[config.mk]
export PLATFORM = sky130hd
export DESIGN_NAME = mips32_fetch_queue
export DESIGN_NICKNAME = d
export VERILOG_FILES = /design/src/rtl/mips32_pkg.sv /design/src/rtl/mips32_sync_fifo.sv /design/src/rtl/mips32_fetch_queue.sv
export SDC_FILE = /design/constraint.sdc
export NUM_CORES = 1
export LEC_CHECK = 0
export CORE_MARGIN = 10
export CORE_UTILIZATION = 57
export DETAILED_ROUTE_END_ITERATION = 10
export GPL_TIMING_DRIVEN = 0
export PLACE_DENSITY = 0.78
export SETUP_SLACK_MARGIN = 0.3
export SLEW_MARGIN = 20
export SYNTH_ARGS = -nofsm -noshare
export SYNTH_HDL_FRONTEND = slang
export SYNTH_SLANG_ARGS = --single-unit
[constraint.sdc]
create_clock -name clk1 -period 2.8 [get_ports clk1]
set_input_delay 0.28 -clock clk1 [delete_from_list [all_inputs] [get_ports clk1]]
set_output_delay 0.28 -clock clk1 [all_outputs]
set_load 0.03 [all_outputs]
[src/rtl/mips32_pkg.sv]
// Shared MIPS32 pipeline constants: datapath width, instruction-memory geometry,
// primary opcodes and the fetch-queue state encoding.
package mips32_pkg;

    localparam int XLEN    = 32;
    localparam int IMEM_AW = 10;

    localparam logic [5:0] OP_RTYPE = 6'h00;
    localparam logic [5:0] OP_J     = 6'h02;
    localparam logic [5:0] OP_JAL   = 6'h03;
    localparam logic [5:0] OP_BEQ   = 6'h04;
    localparam logic [5:0] OP_BNE   = 6'h05;
    localparam logic [5:0] OP_ADDI  = 6'h08;
    localparam logic [5:0] OP_LW    = 6'h23;
    localparam logic [5:0] OP_SW    = 6'h2B;

    typedef enum logic [1:0] {
        INSTR_R,
        INSTR_I,
        INSTR_J
    } instr_type_t;

    typedef enum logic [1:0] {
        FQ_IDLE,
        FQ_WAIT,
        FQ_DROP
    } fetch_state_t;

endpackage

[src/rtl/mips32_sync_fifo.sv]
// Synchronous FIFO with single-cycle flush. Storage is reset so the head reads
// zero out of reset.
module mips32_sync_fifo #(
    parameter int WIDTH = 64,
    parameter int DEPTH = 4
) (
    input  logic                         clk1,
    input  logic                         rst_n,
    input  logic                         flush,
    input  logic                         push,
    input  logic [WIDTH-1:0]             din,
    input  logic                         pop,
    output logic [WIDTH-1:0]             dout,
    output logic [$clog2(DEPTH+1)-1:0]   count
);

    localparam int PW = $clog2(DEPTH);
    localparam int CW = $clog2(DEPTH+1);
    localparam logic [CW-1:0] FULL = CW'(DEPTH);

    logic [WIDTH-1:0] mem [DEPTH];
    logic [PW-1:0]    wr_ptr;
    logic [PW-1:0]    rd_ptr;
    logic             do_push;
    logic             do_pop;

    assign do_pop  = pop && (count != '0);
    assign do_push = push && ((count != FULL) || do_pop);
    assign dout    = mem[rd_ptr];

    // DEPTH is a power of two, so the pointers wrap on their own.
    always_ff @(posedge clk1 or negedge rst_n) begin
        if (!rst_n) begin
            wr_ptr <= '0;
            rd_ptr <= '0;
            count  <= '0;
            for (int i = 0; i < DEPTH; i++) begin
                mem[i] <= '0;
            end
        end else if (flush) begin
            wr_ptr <= '0;
            rd_ptr <= '0;
            count  <= '0;
        end else begin
            if (do_push) begin
                mem[wr_ptr] <= din;
                wr_ptr      <= wr_ptr + PW'(1);
            end
            if (do_pop) begin
                rd_ptr <= rd_ptr + PW'(1);
            end
            if (do_push && !do_pop) begin
                count <= count + CW'(1);
            end else if (!do_push && do_pop) begin
                count <= count - CW'(1);
            end
        end
    end

endmodule

[src/rtl/mips32_fetch_queue.sv]
// Instruction fetch front-end: keeps one imem read in flight and queues each
// returned word with its next-PC for decode; redirects flush and drop stale data.
module mips32_fetch_queue
    import mips32_pkg::*;
#(
    parameter int              DEPTH    = 4,
    parameter int              AW       = IMEM_AW,
    parameter logic [XLEN-1:0] RESET_PC = 32'd0
) (
    input  logic                       clk1,
    input  logic                       rst_n,
    output logic                       imem_req,
    output logic [AW-1:0]              imem_addr,
    input  logic                       imem_valid,
    input  logic [XLEN-1:0]            imem_rdata,
    input  logic                       redirect,
    input  logic [XLEN-1:0]            redirect_pc,
    input  logic                       halt,
    output logic                       id_valid,
    input  logic                       id_ready,
    output logic [XLEN-1:0]            id_ir,
    output logic [XLEN-1:0]            id_npc,
    output logic [$clog2(DEPTH+1)-1:0] occupancy
);

    localparam int CW = $clog2(DEPTH+1);
    localparam logic [CW-1:0] FULL = CW'(DEPTH);

    fetch_state_t      state;
    logic [XLEN-1:0]   pc;
    logic [XLEN-1:0]   req_pc;
    logic              issue;
    logic              push;
    logic              pop;
    logic [2*XLEN-1:0] head;

    // The request is combinational so a fetch goes out in the same cycle the FSM
    // becomes idle; rst_n gates it so nothing is requested while held in reset.
    assign issue     = rst_n && (state == FQ_IDLE) && !halt && !redirect && (occupancy != FULL);
    assign imem_req  = issue;
    assign imem_addr = issue ? pc[AW-1:0] : '0;

    assign push     = (state == FQ_WAIT) && imem_valid && !redirect;
    assign pop      = id_valid && id_ready && !redirect;
    assign id_valid = (occupancy != '0);
    assign id_ir    = head[2*XLEN-1:XLEN];
    assign id_npc   = head[XLEN-1:0];

    mips32_sync_fifo #(
        .WIDTH (2*XLEN),
        .DEPTH (DEPTH)
    ) u_fifo (
        .clk1  (clk1),
        .rst_n (rst_n),
        .flush (redirect),
        .push  (push),
        .din   ({imem_rdata, req_pc + XLEN'(1)}),
        .pop   (pop),
        .dout  (head),
        .count (occupancy)
    );

    // A redirect always retargets pc; an outstanding response it orphans is
    // either discarded on the spot or later from DROP.
    always_ff @(posedge clk1 or negedge rst_n) begin
        if (!rst_n) begin
            state  <= FQ_IDLE;
            pc     <= RESET_PC;
            req_pc <= RESET_PC;
        end else begin
            if (redirect) begin
                pc <= redirect_pc;
            end
            unique case (state)
                FQ_IDLE: begin
                    if (issue) begin
                        req_pc <= pc;
                        state  <= FQ_WAIT;
                    end
                end
                FQ_WAIT: begin
                    if (redirect) begin
                        state <= imem_valid ? FQ_IDLE : FQ_DROP;
                    end else if (imem_valid) begin
                        pc    <= req_pc + XLEN'(1);
                        state <= FQ_IDLE;
                    end
                end
                FQ_DROP: begin
                    if (imem_valid) begin
                        state <= FQ_IDLE;
                    end
                end
                default: state <= FQ_IDLE;
            endcase
        end
    end

endmodule

==> impl_metrics.yaml <==
place:
  gp_congestion: 0.867
  placedInstanceArea_um2: 16700
  place_hpwl_um: 26000
  portBuffers: 148
  numPlacedInstances: 1652
logic_synthesis:
  synthArstFlopShare_pct: 100
  synth_enable_flop_cells: 0
  synth-seq-area-share_pct: 56.0
  netlist.top_cell.by_area: "sky130_fd_sc_hd__dfrtp_1"
  yosys_register_bits: 329
  synth_cell_type_count: 53
  yosysTopAreaCellShare_pct: 56.0
  number_of_warnings_issued_by_yosys: 0
  synth.cell_area_um2: 14700
  synthCells: 1170
  post_synth_main_area_contributors: "sky130_fd_sc_hd__dfrtp_1, sky130_fd_sc_hd__mux2_2, sky130_fd_sc_hd__mux4_2, sky130_fd_sc_hd__nand2_1, sky130_fd_sc_hd__o21ai_0"
  syn-num-nets: 1246
  mean_post_synth_cell_area_um2: 12.6
  synth-main-ff-cell: "sky130_fd_sc_hd__dfrtp_1"
cells_and_area:
  diode_insertion_count_for_antenna_repair: 0
  mostFrequentLayoutCell: "sky130_fd_sc_hd__dfrtp_1"
  area.growth.synth_to_final_pct: 24.8
  cell_area_after_layout_um2: 18300
  design.final.nets: 1459
  layout-drive-gt1-share_pct: 29.1
  post_layout_nonfiller_instances: 1735
  final_cell_mix: "sky130_fd_sc_hd__dfrtp_1, sky130_fd_sc_hd__nand2_1, sky130_fd_sc_hd__mux2_2, sky130_fd_sc_hd__o21ai_0, sky130_fd_sc_hd__clkdlybuf4s50_1"
clock_tree:
  cts.sinks: 329
  cts_made_buffers: 36
  clock_pin_slew_on_the_worst_setup_and_hold_paths_ps: 60
  clock_tree_from_tritoncts: "built"
  clkLatencyLatePin_ps: 520
  root_buffer: "sky130_fd_sc_hd__clkbuf_16"
  clk_path_buf_depth: 3
  clock_tree.htree_level_count: 2
timing:
  finalCriticalPeriod_ps: 2460
  slew_viol_final: 0
  grt_setup_unrepaired: "true"
  final.period_utilization_pct: 88.0
  report.final.hold_viol_count: 0
  final_setup_skew_ps: 15.2
  setup_violations: 0
  worst_pin_slew_ps: 774
  slew-limit-headroom_pct: 48.3
  achievable-frequency_ghz: 0.406
floorplan:
  fp.coreArea_um2: 25300
  floorplan.die.width_um: 181
  die_outline_area_um2: 32600
  fp.dieH_um: 181
  fp-row-count: 58
  floorplan.initialDensity_pct: 58.2
  design.portCount: 149
status:
  run_status: "completed"
setup_path:
  timing_worst_setup_path_type: "reg -> out"
  endpoint_kind: "primary output"
  critical-path-top-delay-family: "buffers and inverters"
  worst_path_max_delay_cell: "sky130_fd_sc_hd__mux4_2"
  cp_max_fo: 10
  cells_traversed_along_the_worst_timing_path: "buf_12, buf_8, mux4_2, dlygate4sd2_1"
  cp_data_arrival_time_ps: 2180
  timing.critical_path.buf_inv: 3
  worstPathRequired_ps: 2520
  critical-path-max-stage-delay_ps: 510
  cp-start-kind: "flip-flop"
power:
  power.total_uw: 16800
  peakVddDrop_uv: 661
  power_density_nw_per_um2: 917
  leakage_uw: 0.00831
drt:
  drt-initial-drc-count: 963
  detail_route.vias_per_cell: 6.13
  drt_pass1_iterations: 6
  drtAntennaViolNets: 0
  drt_wl_cell_um: 23.6
  num_vias: 10632
  detail_route.wirelength_um: 40900
  post-route-drc-count: 0
worst_hold_path:
  timing.hold.worst.class: "in -> reg"
global_route:
  number_of_global_route_vias_before_repair: 11558
  globalRouteTotalUtil_pct: 24.8
  globalRouteOverflowTotal: 0
  first_pass_grt_wire_length_um: 65000
  grt_max_degree: 99
  grt_antenna_before_repair: 0
flow_run:
  maxCapViolations: 0
[what timing repair did]
item	4_1_cts	5_1_grt
hold endpoints to repair	172	0
setup endpoints to repair	308	222
gates cloned	2	1
buffers inserted	6	4
pin swaps	1	0
gates resized for setup	250	36
hold buffers	10	0
[flip-flops by register name, summed over array words and instances, names as in the netlist]
register       count
u_fifo.rd_ptr      2
req_pc            32
u_fifo.mem       256
state              2
u_fifo.wr_ptr      2
pc                32
u_fifo.count       3
[layer usage]
metal  global-route usage, %  share of wire, %
met5                       0                 0
met4                    7.87               2.9
met3                    5.84               6.5
met2                    40.3                49
met1                    32.2                41
[worst paths after layout]
check / from / end / slack (ps) / depth (start not counted)
max: u_fifo.rd_ptr[0] / id_ir[24] / 340 / 4
min: redirect_pc[1] / pc[1] / 330 / 3
max reg2reg: req_pc[0] / pc[30] / 360 / 6
min reg2reg: u_fifo.mem[8] / u_fifo.mem[8] / 480 / 2
max in group asynchronous: rst_n / u_fifo.mem[39] / 1030 / 4
min in group asynchronous: rst_n / u_fifo.mem[176] / 360 / 2
[tightest hold or removal path: stages]
cell	delay, ps
sky130_fd_sc_hd__clkdlybuf4s50_1	400
sky130_fd_sc_hd__nand2_1	60
sky130_fd_sc_hd__o21ai_0	60
[Yosys cell counts, types with 3 or more instances]
| master | n |
|---|---|
| sky130_fd_sc_hd__a211oi_1 | 9 |
| sky130_fd_sc_hd__a21o_1 | 10 |
| sky130_fd_sc_hd__a21oi_1 | 10 |
| sky130_fd_sc_hd__and2_1 | 14 |
| sky130_fd_sc_hd__and3_1 | 4 |
| sky130_fd_sc_hd__and4_1 | 4 |
| sky130_fd_sc_hd__buf_1 | 18 |
| sky130_fd_sc_hd__buf_2 | 9 |
| sky130_fd_sc_hd__clkbuf_1 | 48 |
| sky130_fd_sc_hd__dfrtp_1 | 329 |
| sky130_fd_sc_hd__ha_1 | 5 |
| sky130_fd_sc_hd__inv_1 | 10 |
| sky130_fd_sc_hd__mux2_2 | 159 |
| sky130_fd_sc_hd__mux4_2 | 64 |
| sky130_fd_sc_hd__nand2_1 | 179 |
| sky130_fd_sc_hd__nand2b_1 | 4 |
| sky130_fd_sc_hd__nand3_1 | 9 |
| sky130_fd_sc_hd__nand4_1 | 7 |
| sky130_fd_sc_hd__nor2_1 | 38 |
| sky130_fd_sc_hd__nor3_1 | 14 |
| sky130_fd_sc_hd__nor3b_1 | 3 |
| sky130_fd_sc_hd__nor4_1 | 5 |
| sky130_fd_sc_hd__o21ai_0 | 127 |
| sky130_fd_sc_hd__o21ai_1 | 11 |
| sky130_fd_sc_hd__o221ai_1 | 8 |
| sky130_fd_sc_hd__o31a_1 | 3 |
| sky130_fd_sc_hd__o31ai_1 | 8 |
| sky130_fd_sc_hd__or4_1 | 4 |
| sky130_fd_sc_hd__xnor2_1 | 20 |
| sky130_fd_sc_hd__xor2_1 | 6 |
[metrics by stage]
| stage | hold WS [ps] | setup TNS [ps] | setup WS (ps) | util, % |
|---|---|---|---|---|
| 2_1_floorplan | -15.6 | 0 | 512 | - |
| 3_3_place_gp | 452 | -4643500 | -12600 | 65.7 |
| 3_5_place_dp | 106 | -73170 | -1220 | 66.1 |
| 4_1_cts | 332 | 0 | 216 | 72.2 |
| 5_1_grt | 353 | 0 | 292 | 72.6 |
| 6_report | 333 | 0 | 336 | 72.6 |
[power breakdown]
group / leakage [uW] / switching [uW] / internal [uW]
combinational: 0.00334 / 3330 / 2570
clock: 0.000575 / 1870 / 2740
sequential: 0.00439 / 714 / 5600
[cells by family after synthesis]
kind of cell / after synthesis / synth area share (%)
buf+inv: 87 / 2.38
fa+ha+maj: 6 / 0.562
simple gates: 300 / 9.61
flops: 329 / 56.0
compound gates: 197 / 7.73
mux: 225 / 22.1
xor+xnor: 26 / 1.55
[final cells by class]
class                      count  area (um2)
buffer                        77         449
timing repair buffer         174        1820
clock buffer                  50        1060
clock inverter                10        78.8
tap                          330         413
fill                        1765        6920
inverter                      10        37.5
sequential                   329        8240
multi-input combinational    755        6230
Power figures use the tool's default switching activity.
